**src/rtl/regfile_pkg.sv**
```systemverilog
// rtl/regfile_pkg.sv - shared constants and encodings for the register-file write path
package regfile_pkg;

   localparam int REG_DW = 32;
   localparam int REG_AW = 5;
   localparam int REG_N  = 32;

   typedef enum logic {
      ST_CLEAR = 1'b0,
      ST_ARB   = 1'b1
   } state_t;

   localparam logic REQ_ALU = 1'b0;
   localparam logic REQ_LD  = 1'b1;

endpackage

```
**src/rtl/rr_arb2.sv**
```systemverilog
// rtl/rr_arb2.sv - two-way round-robin grant; priority flips only when a grant is taken
module rr_arb2 (
   input  logic       clk,
   input  logic       rst_n,
   input  logic [1:0] i_valid,
   input  logic       i_upd,
   output logic [1:0] o_grant
);
   import regfile_pkg::*;

   logic r_rr_ptr;

   always_comb begin
      o_grant = i_valid;
      if (i_valid == 2'b11) begin
         o_grant = (r_rr_ptr == REQ_LD) ? 2'b10 : 2'b01;
      end
   end

   // The requester just served loses priority to the other one.
   always_ff @(posedge clk or negedge rst_n) begin
      if (!rst_n) begin
         r_rr_ptr <= REQ_ALU;
      end else if (i_upd) begin
         r_rr_ptr <= ~o_grant[1];
      end
   end

endmodule

```
**src/rtl/regfile_wr_arb.sv**
```systemverilog
// rtl/regfile_wr_arb.sv - write-port controller for the 32x32 register file
// Arbitrates ALU/load writebacks onto the single write port and runs zero-clear passes.
module regfile_wr_arb
   import regfile_pkg::*;
#(
   parameter int DW           = REG_DW,
   parameter int AW           = REG_AW,
   parameter int NREG         = REG_N,
   parameter bit CLEAR_ON_RST = 1'b1,
   parameter bit ZERO_R0      = 1'b1
) (
   input  logic          clk,
   input  logic          rst,
   input  logic          req0_valid,
   output logic          req0_ready,
   input  logic [AW-1:0] req0_sel,
   input  logic [DW-1:0] req0_data,
   input  logic          req1_valid,
   output logic          req1_ready,
   input  logic [AW-1:0] req1_sel,
   input  logic [DW-1:0] req1_data,
   input  logic          clr_start,
   output logic          busy,
   output logic          WR,
   output logic [AW-1:0] sel_i1,
   output logic [DW-1:0] Ip1,
   output logic          EN
);

   localparam state_t      ST_RST   = CLEAR_ON_RST ? ST_CLEAR : ST_ARB;
   localparam logic [AW:0] CNT_LAST = (AW+1)'(NREG - 1);
   localparam logic [AW:0] CNT_ONE  = {{AW{1'b0}}, 1'b1};

   state_t        r_state;
   logic [AW:0]   r_clr_cnt;
   logic          r_wr;
   logic [AW-1:0] r_sel;
   logic [DW-1:0] r_ip1;
   logic          r_en;

   state_t        w_nxt_state;
   logic [AW:0]   w_nxt_cnt;
   logic          w_nxt_wr;
   logic [AW-1:0] w_nxt_sel;
   logic [DW-1:0] w_nxt_ip1;
   logic [1:0]    w_grant;
   logic          w_arb_ok;
   logic          w_accept;
   logic [AW-1:0] w_acc_sel;
   logic [DW-1:0] w_acc_data;

   rr_arb2 u_rr_arb2 (
      .clk     (clk),
      .rst_n   (rst),
      .i_valid ({req1_valid, req0_valid}),
      .i_upd   (w_accept),
      .o_grant (w_grant)
   );

   // Ready is held low during reset as well, whatever the reset state is.
   assign w_arb_ok   = rst && (r_state == ST_ARB) && !clr_start;
   assign req0_ready = w_grant[0] && w_arb_ok;
   assign req1_ready = w_grant[1] && w_arb_ok;
   assign w_accept   = (req0_valid && req0_ready) || (req1_valid && req1_ready);
   assign w_acc_sel  = w_grant[1] ? req1_sel  : req0_sel;
   assign w_acc_data = w_grant[1] ? req1_data : req0_data;
   assign busy       = rst && (r_state == ST_CLEAR);

   always_comb begin
      w_nxt_state = r_state;
      w_nxt_cnt   = r_clr_cnt;
      w_nxt_wr    = 1'b0;
      w_nxt_sel   = r_sel;
      w_nxt_ip1   = r_ip1;
      case (r_state)
         ST_CLEAR: begin
            w_nxt_wr  = 1'b1;
            w_nxt_sel = r_clr_cnt[AW-1:0];
            w_nxt_ip1 = '0;
            if (r_clr_cnt == CNT_LAST) begin
               w_nxt_state = ST_ARB;
               w_nxt_cnt   = '0;
            end else begin
               w_nxt_cnt = r_clr_cnt + CNT_ONE;
            end
         end
         ST_ARB: begin
            if (clr_start) begin
               w_nxt_state = ST_CLEAR;
               w_nxt_cnt   = '0;
            end else if (w_accept && !(ZERO_R0 && (w_acc_sel == '0))) begin
               w_nxt_wr  = 1'b1;
               w_nxt_sel = w_acc_sel;
               w_nxt_ip1 = w_acc_data;
            end
         end
      endcase
   end

   always_ff @(posedge clk or negedge rst) begin
      if (!rst) begin
         r_state   <= ST_RST;
         r_clr_cnt <= '0;
         r_wr      <= 1'b0;
         r_sel     <= '0;
         r_ip1     <= '0;
         r_en      <= 1'b0;
      end else begin
         r_state   <= w_nxt_state;
         r_clr_cnt <= w_nxt_cnt;
         r_wr      <= w_nxt_wr;
         r_sel     <= w_nxt_sel;
         r_ip1     <= w_nxt_ip1;
         r_en      <= 1'b1;
      end
   end

   assign WR     = r_wr;
   assign sel_i1 = r_sel;
   assign Ip1    = r_ip1;
   assign EN     = r_en;

endmodule

```
**config.mk**
```make
export PLATFORM = sky130hd
export DESIGN_NAME = regfile_wr_arb
export DESIGN_NICKNAME = d
export VERILOG_FILES = /design/src/rtl/regfile_pkg.sv /design/src/rtl/rr_arb2.sv /design/src/rtl/regfile_wr_arb.sv
export SDC_FILE = /design/constraint.sdc
export NUM_CORES = 1
export LEC_CHECK = 0
export CAP_MARGIN = 40
export CORE_MARGIN = 2
export CORE_UTILIZATION = 45
export DETAILED_ROUTE_END_ITERATION = 10
export GPL_TIMING_DRIVEN = 0
export PLACE_DENSITY = 0.95
export SLEW_MARGIN = 20
export SYNTH_ARGS = -nofsm -noshare
export SYNTH_HDL_FRONTEND = slang
export SYNTH_SLANG_ARGS = --single-unit
```
**constraint.sdc**
```tcl
create_clock -name clk -period 3.49 [get_ports clk]
set_clock_uncertainty 0.2 [all_clocks]
set_input_delay 0.698 -clock clk [delete_from_list [all_inputs] [get_ports clk]]
set_output_delay 0.698 -clock clk [all_outputs]
set_load 0.02 [all_outputs]
```
==> results by group, run 1 <==
Run status
  • Status: finished clean

Finish
  • Final std cells w/o fill: 453
  • Util after Layout: 72.55%
  • Synthesis-to-layout area growth: 54.20%
  • NumNets Final: 460
  • # fillers: 429
  • Inserted Diodes: 0
  • Share of cells above drive strength 1: 6.037%
  • Most common cell after layout, fill and taps aside: clkdlybuf4s50_1
  • Commonest non-fill, non-tap cells in the layout: clkdlybuf4s50_1 (119), mux2i_1 (64), dfrtp_1 (47)

Logic synthesis
  • Area fraction in compound gates after synthesis: 11.16%
  • Mapped Area: 2623 µm²
  • Ys Warns: 0
  • Synth top area cells: dfrtp_1 (45%), mux2i_1 (24%), nand2_1 (6.0%)
  • Avg Inst Size Synth: 10.37 µm²
  • Yosys cell types: 42
  • Post-synthesis mux area share: 24.43%
  • Flops & latches, synth: 47
  • Adder-Cell Fraction of Synth Area: 0.4771%
  • Synth Net Count: 333
  • Post-Syn Instances: 253
  • Post-Synth XOR/XNOR Area: 0.3340%
  • Area leader, netlist: dfrtp_1
  • Yosys top cell area share: 44.85%
  • Largest family of logic cells by synthesized area: multiplexers
  • Sequential share of the synthesized area: 44.85%
  • Ys async rst share: 100.0%
  • EDFF count, synth: 0
  • Top_reg_cell synth: dfrtp_1
  • Synth Area in Simple Gates: 14.50%

Worst setup path
  • CP Data Required Time: 2.59 ns
  • Worst-path cell chain: clkdlybuf4s50_1 -> nand2b_1 -> buf_6 -> nand2_4 -> nor2_1 -> clkdlybuf4s50_1
  • Crit path kind: in2out
  • Endpoint type of the worst setup path: primary output
  • Worst-path fanout max: 15
  • Slowest cell on the critical path: clkdlybuf4s50_1
  • Most used cell along the critical path: clkdlybuf4s50_1
  • CP delay by family, top: buffers and inverters
  • Worst Path Buf+Inv: 3
  • CP max stage delay: 0.61 ns
  • CP Data Arrival Time: 2.48 ns
  • Startpoint Class: primary input

Global route
  • Vias in the first global route: 2473
  • Global route overflow: 0
  • GRT met3 Usage: 5.169%
  • Initial antenna violation count: 0
  • GR Layer Usage met2: 39.50%
  • Layer with the highest usage: met2
  • Routing usage on met1: 28.54%
  • Largest net degree at the start of global routing: 34
  • Gr usage total: 22.81%
  • First-pass GRT wire length: 11.59 mm

Routing
  • Antenna viol nets, final: 0
  • Residual DRC: 0
  • Vias/cell: 5.313
  • Drt first pass iters: 4
  • Vias: 2407
  • Avg WL per Cell: 15.60 µm
  • Routed wire length: 7.069 mm
  • Initial DRC Count: 106

CTS
  • Max clock buf depth: 2
  • Clock sinks: 47
  • CTS tree: built
  • Hold buffers post-CTS: 0
  • Clock transition at path regs: 0.09 ns
  • H-Tree Level Count: 2
  • Num CTS Buffers: 5
  • Root buffer cell: clkbuf_8
  • Worst-Skew Late Latency: 0.29 ns

STA
  • Slew @ Worst Pin: 0.5258 ns
  • Slew Viols, Final: 0
  • RSZ-0062 raised after global routing: false
  • Fmax: 295.8 MHz
  • Setup violators final: 0
  • Final min period: 3.380 ns
  • Hold Vio Cnt, Final: 0
  • Crit share post-route: 96.86%
  • Final TNS setup: 0 ns
  • Worst slew margin: 64.86%

Floorplanning
  • Core area: 5574 µm²
  • Die Area: 6455 µm²
  • FP Rows: 27
  • Chip Width: 80.34 µm
  • Die Height: 80.34 µm
  • # IOs: 121
  • Starting density of the core: 47.05%

Placement
  • PortBufs: 120
  • Placed wire-length estimate: 5.558 mm
  • Final GP Congestion: 0.8306
  • # placed instances: 446

Job
  • Max_cap viols: 0

Worst hold path
  • Worst min path class: in2async

Pwr
  • Leak: 1.978 nW
  • Power per Cell Area: 421.4 nW/µm²
  • Worst vdd ir: 0.0002539 V
layout make-up:
cell class                 count  area, µm²  share of cell area [%]
clock buffer                   6      82.58                   2.042
inverter                       5      18.77                  0.4641
tap                           72      90.09                   2.228
sequential                    47       1176                   29.08
multi-input combinational    187       1339                   33.11
buffer                        13      86.33                   2.135
clock inverter                 2      35.03                  0.8663
timing repair buffer         121       1216                   30.07
cell usage after synthesis (2+ instances only):
library cell,number
a2111o_1,2
a21boi_1,3
a21o_1,5
a21oi_1,2
a2bb2oi_1,2
a31oi_1,2
a41oi_1,3
and3_1,3
buf_2,5
buf_6,4
clkbuf_1,5
dfrtp_1,47
inv_1,5
mux2i_1,64
nand2_1,42
nand2b_1,3
nand3_1,7
nor2_1,9
nor3_1,5
o211ai_1,2
o21ai_0,8
o21ai_1,3
o31ai_1,2
or4_1,2
worst register-to-register path: cells and delay by family, from the launching register on:
kind / cells / cell delay [ns]
DFF: 1 / 0.43
buffers and inverters: 2 / 0.52
and+or+nand+nor: 2 / 0.44
muxes: 2 / 0.37
state kept, by name, summed over array words and instances (netlist names):
register            cells
Ip1                    32
EN                      1
sel_i1                  5
WR                      1
u_rr_arb2.r_rr_ptr      1
r_state                 1
r_clr_cnt               6
path summary, 6_finish.rpt:
kind | slack, ns | to | cells after the start | start
max reg2reg | 1.42 | Ip1[17]$_DFFE_PN0P_ | 6 | u_rr_arb2.r_rr_ptr$_DFFE_PN0P_
min | 0.15 | Ip1[31]$_DFFE_PN0P_ | 1 | rst
max | 0.11 | req1_ready | 6 | req0_valid
max in group asynchronous | 2.42 | r_state$_DFF_PN0_ | 2 | rst
min reg2reg | 0.33 | r_state$_DFF_PN0_ | 1 | r_clr_cnt[5]$_DFFE_PN0P_
min in group clk | 0.33 | r_state$_DFF_PN0_ | 1 | r_clr_cnt[5]$_DFFE_PN0P_
per-layer routing:
| layer | part of all wire [%] | vias to the layer above | wire, µm |
|---|---|---|---|
| met5 | 0 | - | 0 |
| met4 | 1.3 | 0 | 93 |
| met3 | 7.6 | 8 | 535 |
| met2 | 51 | 100 | 3583 |
| met1 | 40 | 1139 | 2856 |
| li1 | - | 1160 | - |
report_power, final:
group / switching (W) / internal (W) / total [W]
combinational: 0.000289 / 0.000306 / 0.000594
clock: 0.000177 / 0.000232 / 0.000409
sequential: 0.0000784 / 0.000622 / 0.000700
per-stage QoR:
| step | total power [W] | setup WS, ns | instance area (µm²) | hold slack, ns |
|---|---|---|---|---|
| final | 0.001704 | 0.1096 | 4044 | 0.1483 |
| after global routing | 0.001808 | 0.005150 | 4044 | 0.1732 |
| after CTS | 0.001712 | 0.1101 | 4044 | 0.1559 |
| after detailed placement | 0.001302 | -0.06405 | 3929 | 0.3249 |
| after global placement | 0.001277 | -1.442 | 3914 | 0.3050 |
| after floorplan | 0.001038 | 1.059 | 2623 | 0.2024 |
cells by family (layout without fill, tap and decap cells):
group,Yosys count,in the layout
compound gates,39,39
xor+xnor,1,1
flops,47,47
simple gates,81,81
mux,64,64
other cells,1,1
fa+ha+maj,1,1
buf+inv,19,147
timing repair:
item                                    4_1_cts  5_1_grt
resized for setup                             1        0
endpoints found under the setup margin        1        0
setup buffers                                 0        0
endpoints found under the hold margin         0        0
No activity file was read; power rests on OpenSTA's default activity.
==> run 2, diff against run 1 <==
TNS_END_PERCENT = 30   (was default)
==> results of run 2 <==
Same layout as run 1: the final DEF is identical, and so are final timing and power.
==> run 3, diff against run 2 <==
CORE_MARGIN = default   (was 2)
==> run 3 against run 2 <==
Against the previous run:
- fmax rose by 3.0%
- first-iteration DRC count fell by 25%
- clock power is 16% higher
- design area up 0.56%
- count of clock-buffer cells in the layout decreased by 1
- combinational power is essentially flat
- largest cell class unchanged
==> results by group, run 3 (synthesized netlist as in run 1, its figures left out) <==
Routing
  • Drt first pass iters: 4
  • Vias: 2403
  • Initial DRC Count: 79
  • Avg WL per Cell: 15.19 µm
  • Vias/cell: 5.293
  • Residual DRC: 0
  • Routed wire length: 6.896 mm
  • Antenna viol nets, final: 0

Worst hold path
  • Worst min path class: in2async

Finish
  • Max reg flops: 32
  • Most common cell after layout, fill and taps aside: clkdlybuf4s50_1
  • NumNets Final: 461
  • Inserted Diodes: 0
  • Commonest non-fill, non-tap cells in the layout: clkdlybuf4s50_1 (118), mux2i_1 (64), dfrtp_1 (47)
  • Share of cells above drive strength 1: 6.283%
  • Synthesis-to-layout area growth: 55.06%

Floorplanning
  • FP Rows: 27
  • Chip Width: 78.34 µm
  • Die Area: 6137 µm²
  • Core area: 5574 µm²
  • # IOs: 121
  • Starting density of the core: 47.05%
  • Die Height: 78.34 µm

CTS
  • Worst-Skew Late Latency: 0.30 ns
  • Root buffer cell: clkbuf_8
  • Num CTS Buffers: 5
  • Clock sinks: 47
  • CTS tree: built
  • Clock transition at path regs: 0.09 ns
  • H-Tree Level Count: 2
  • Max clock buf depth: 2
  • Hold buffers post-CTS: 0

Pwr
  • Net Switching: 0.0005529 W
  • Logic pwr share: 33.6%
  • Worst vdd ir: 0.0002380 V
  • Leak: 1.989 nW
  • Power per Cell Area: 434.7 nW/µm²
  • Internal: 0.001215 W
  • Sequential share of power: 39.5%
  • Final Power: 0.001768 W
  • Power share of the clock group: 26.9%
  • Sw frac: 31.28%

Global route
  • Global route overflow: 0
  • Initial antenna violation count: 0
  • Largest net degree at the start of global routing: 28
  • Vias in the first global route: 2391
  • First-pass GRT wire length: 11.09 mm
  • Gr usage total: 23.29%

STA
  • Hold Vio Cnt, Final: 0
  • Crit share post-route: 94.07%
  • Slew @ Worst Pin: 0.6115 ns
  • Final min period: 3.283 ns
  • RSZ-0062 raised after global routing: false
  • Final TNS setup: 0 ns
  • Worst slew margin: 59.24%
  • Slew Viols, Final: 0
  • Setup violators final: 0
  • Fmax: 304.6 MHz

Job
  • Max_cap viols: 0

Worst setup path
  • CP Data Arrival Time: 2.39 ns
  • Reg2reg path depth: 5
  • Startpoint Class: primary input
  • Endpoint type of the worst setup path: primary output
  • CP Data Required Time: 2.59 ns
  • Crit path kind: in2out
  • R2R Path Start: u_rr_arb2.r_rr_ptr$_DFFE_PN0P_
  • Worst-path fanout max: 10
  • Reg2Reg Capture Point: Ip1[14]$_DFFE_PN0P_
  • Reg2Reg Setup Slack: 1.40 ns

Placement
  • Placed wire-length estimate: 5.315 mm
  • Final GP Congestion: 0.8966
  • PortBufs: 120

Run status
  • Status: finished clean
## run 3: cell count changes in the layout (fill, tap and decap cells not counted), sizes merged
cell           before  now
buf                10   11
bufinv              1    2
clkbuf             11   10
clkdlybuf4s50     119  118
clkinv              1    0
clkinvlp            0    1
dlygate4sd2         0    1
## run 3: repair_timing
item                       in CTS  in global routing
buffers inserted                0                  0
setup endpoints to repair       1                  0
resized for setup               2                  0
## run 3: area by class of cell
type / count / area [µm²]
Buffer: 14 / 91.34
Clock buffer: 5 / 68.82
Clock inverter: 3 / 67.56
Fill cell: 436 / 1508
Inverter: 5 / 18.77
Multi-Input combinational cell: 187 / 1339
Sequential cell: 47 / 1176
Tap cell: 72 / 90.09
Timing Repair Buffer: 121 / 1215
## run 3: worst max-delay path by stage
stage | start | end | slack (ns) | cells past startpoint
finish | req0_valid | req1_ready | 0.21 | 7
global route | clr_start | req0_ready | 0.09 | 5
CTS | req0_valid | req1_ready | 0.20 | 7
detailed placement | req1_valid | req1_ready | -0.08 | 6
global placement | rst | req1_ready | -1.46 | 4
floorplan | req0_valid | req1_ready | 1.06 | 5
## run 3: metrics by stage
stage          setup slack [ns]  instance area, µm²  std cells  hold slack, ns  util (%)
6_report                 0.2069                4066        454          0.1948     72.95
5_1_grt                 0.08554                4066        454          0.2302     72.95
4_1_cts                  0.2023                4066        454          0.2192     72.95
3_5_place_dp           -0.08032                3929        446          0.3241     70.48
3_3_place_gp             -1.457                3914        445          0.3053     70.21
2_1_floorplan             1.059                2623        253          0.2024         -
## run 3: power by group through the flow
stage,sequential (W),clock [W],combinational [W]
3_3_place_gp,0.000703,0,0.000576
3_5_place_dp,0.000706,0,0.000592
5_1_grt,0.000712,0.000506,0.000648
4_1_cts,0.000697,0.000481,0.000596
2_1_floorplan,0.000733,0,0.000305
6_report,0.000699,0.000476,0.000593
## run 3: critical path, stage by stage
cell and delay (ns):
clkdlybuf4s50_1 0.55, nand2b_1 0.14, buf_6 0.17, nand2_4 0.12, buf_2 0.30, nor2_1 0.08
dlygate4sd2_1 0.32
## run 3: layer usage
layer,global-route usage [%],wire [µm]
met1,28.56,2941
met2,40.70,3411
met3,6.047,455
met4,5.741,87
met5,0,0
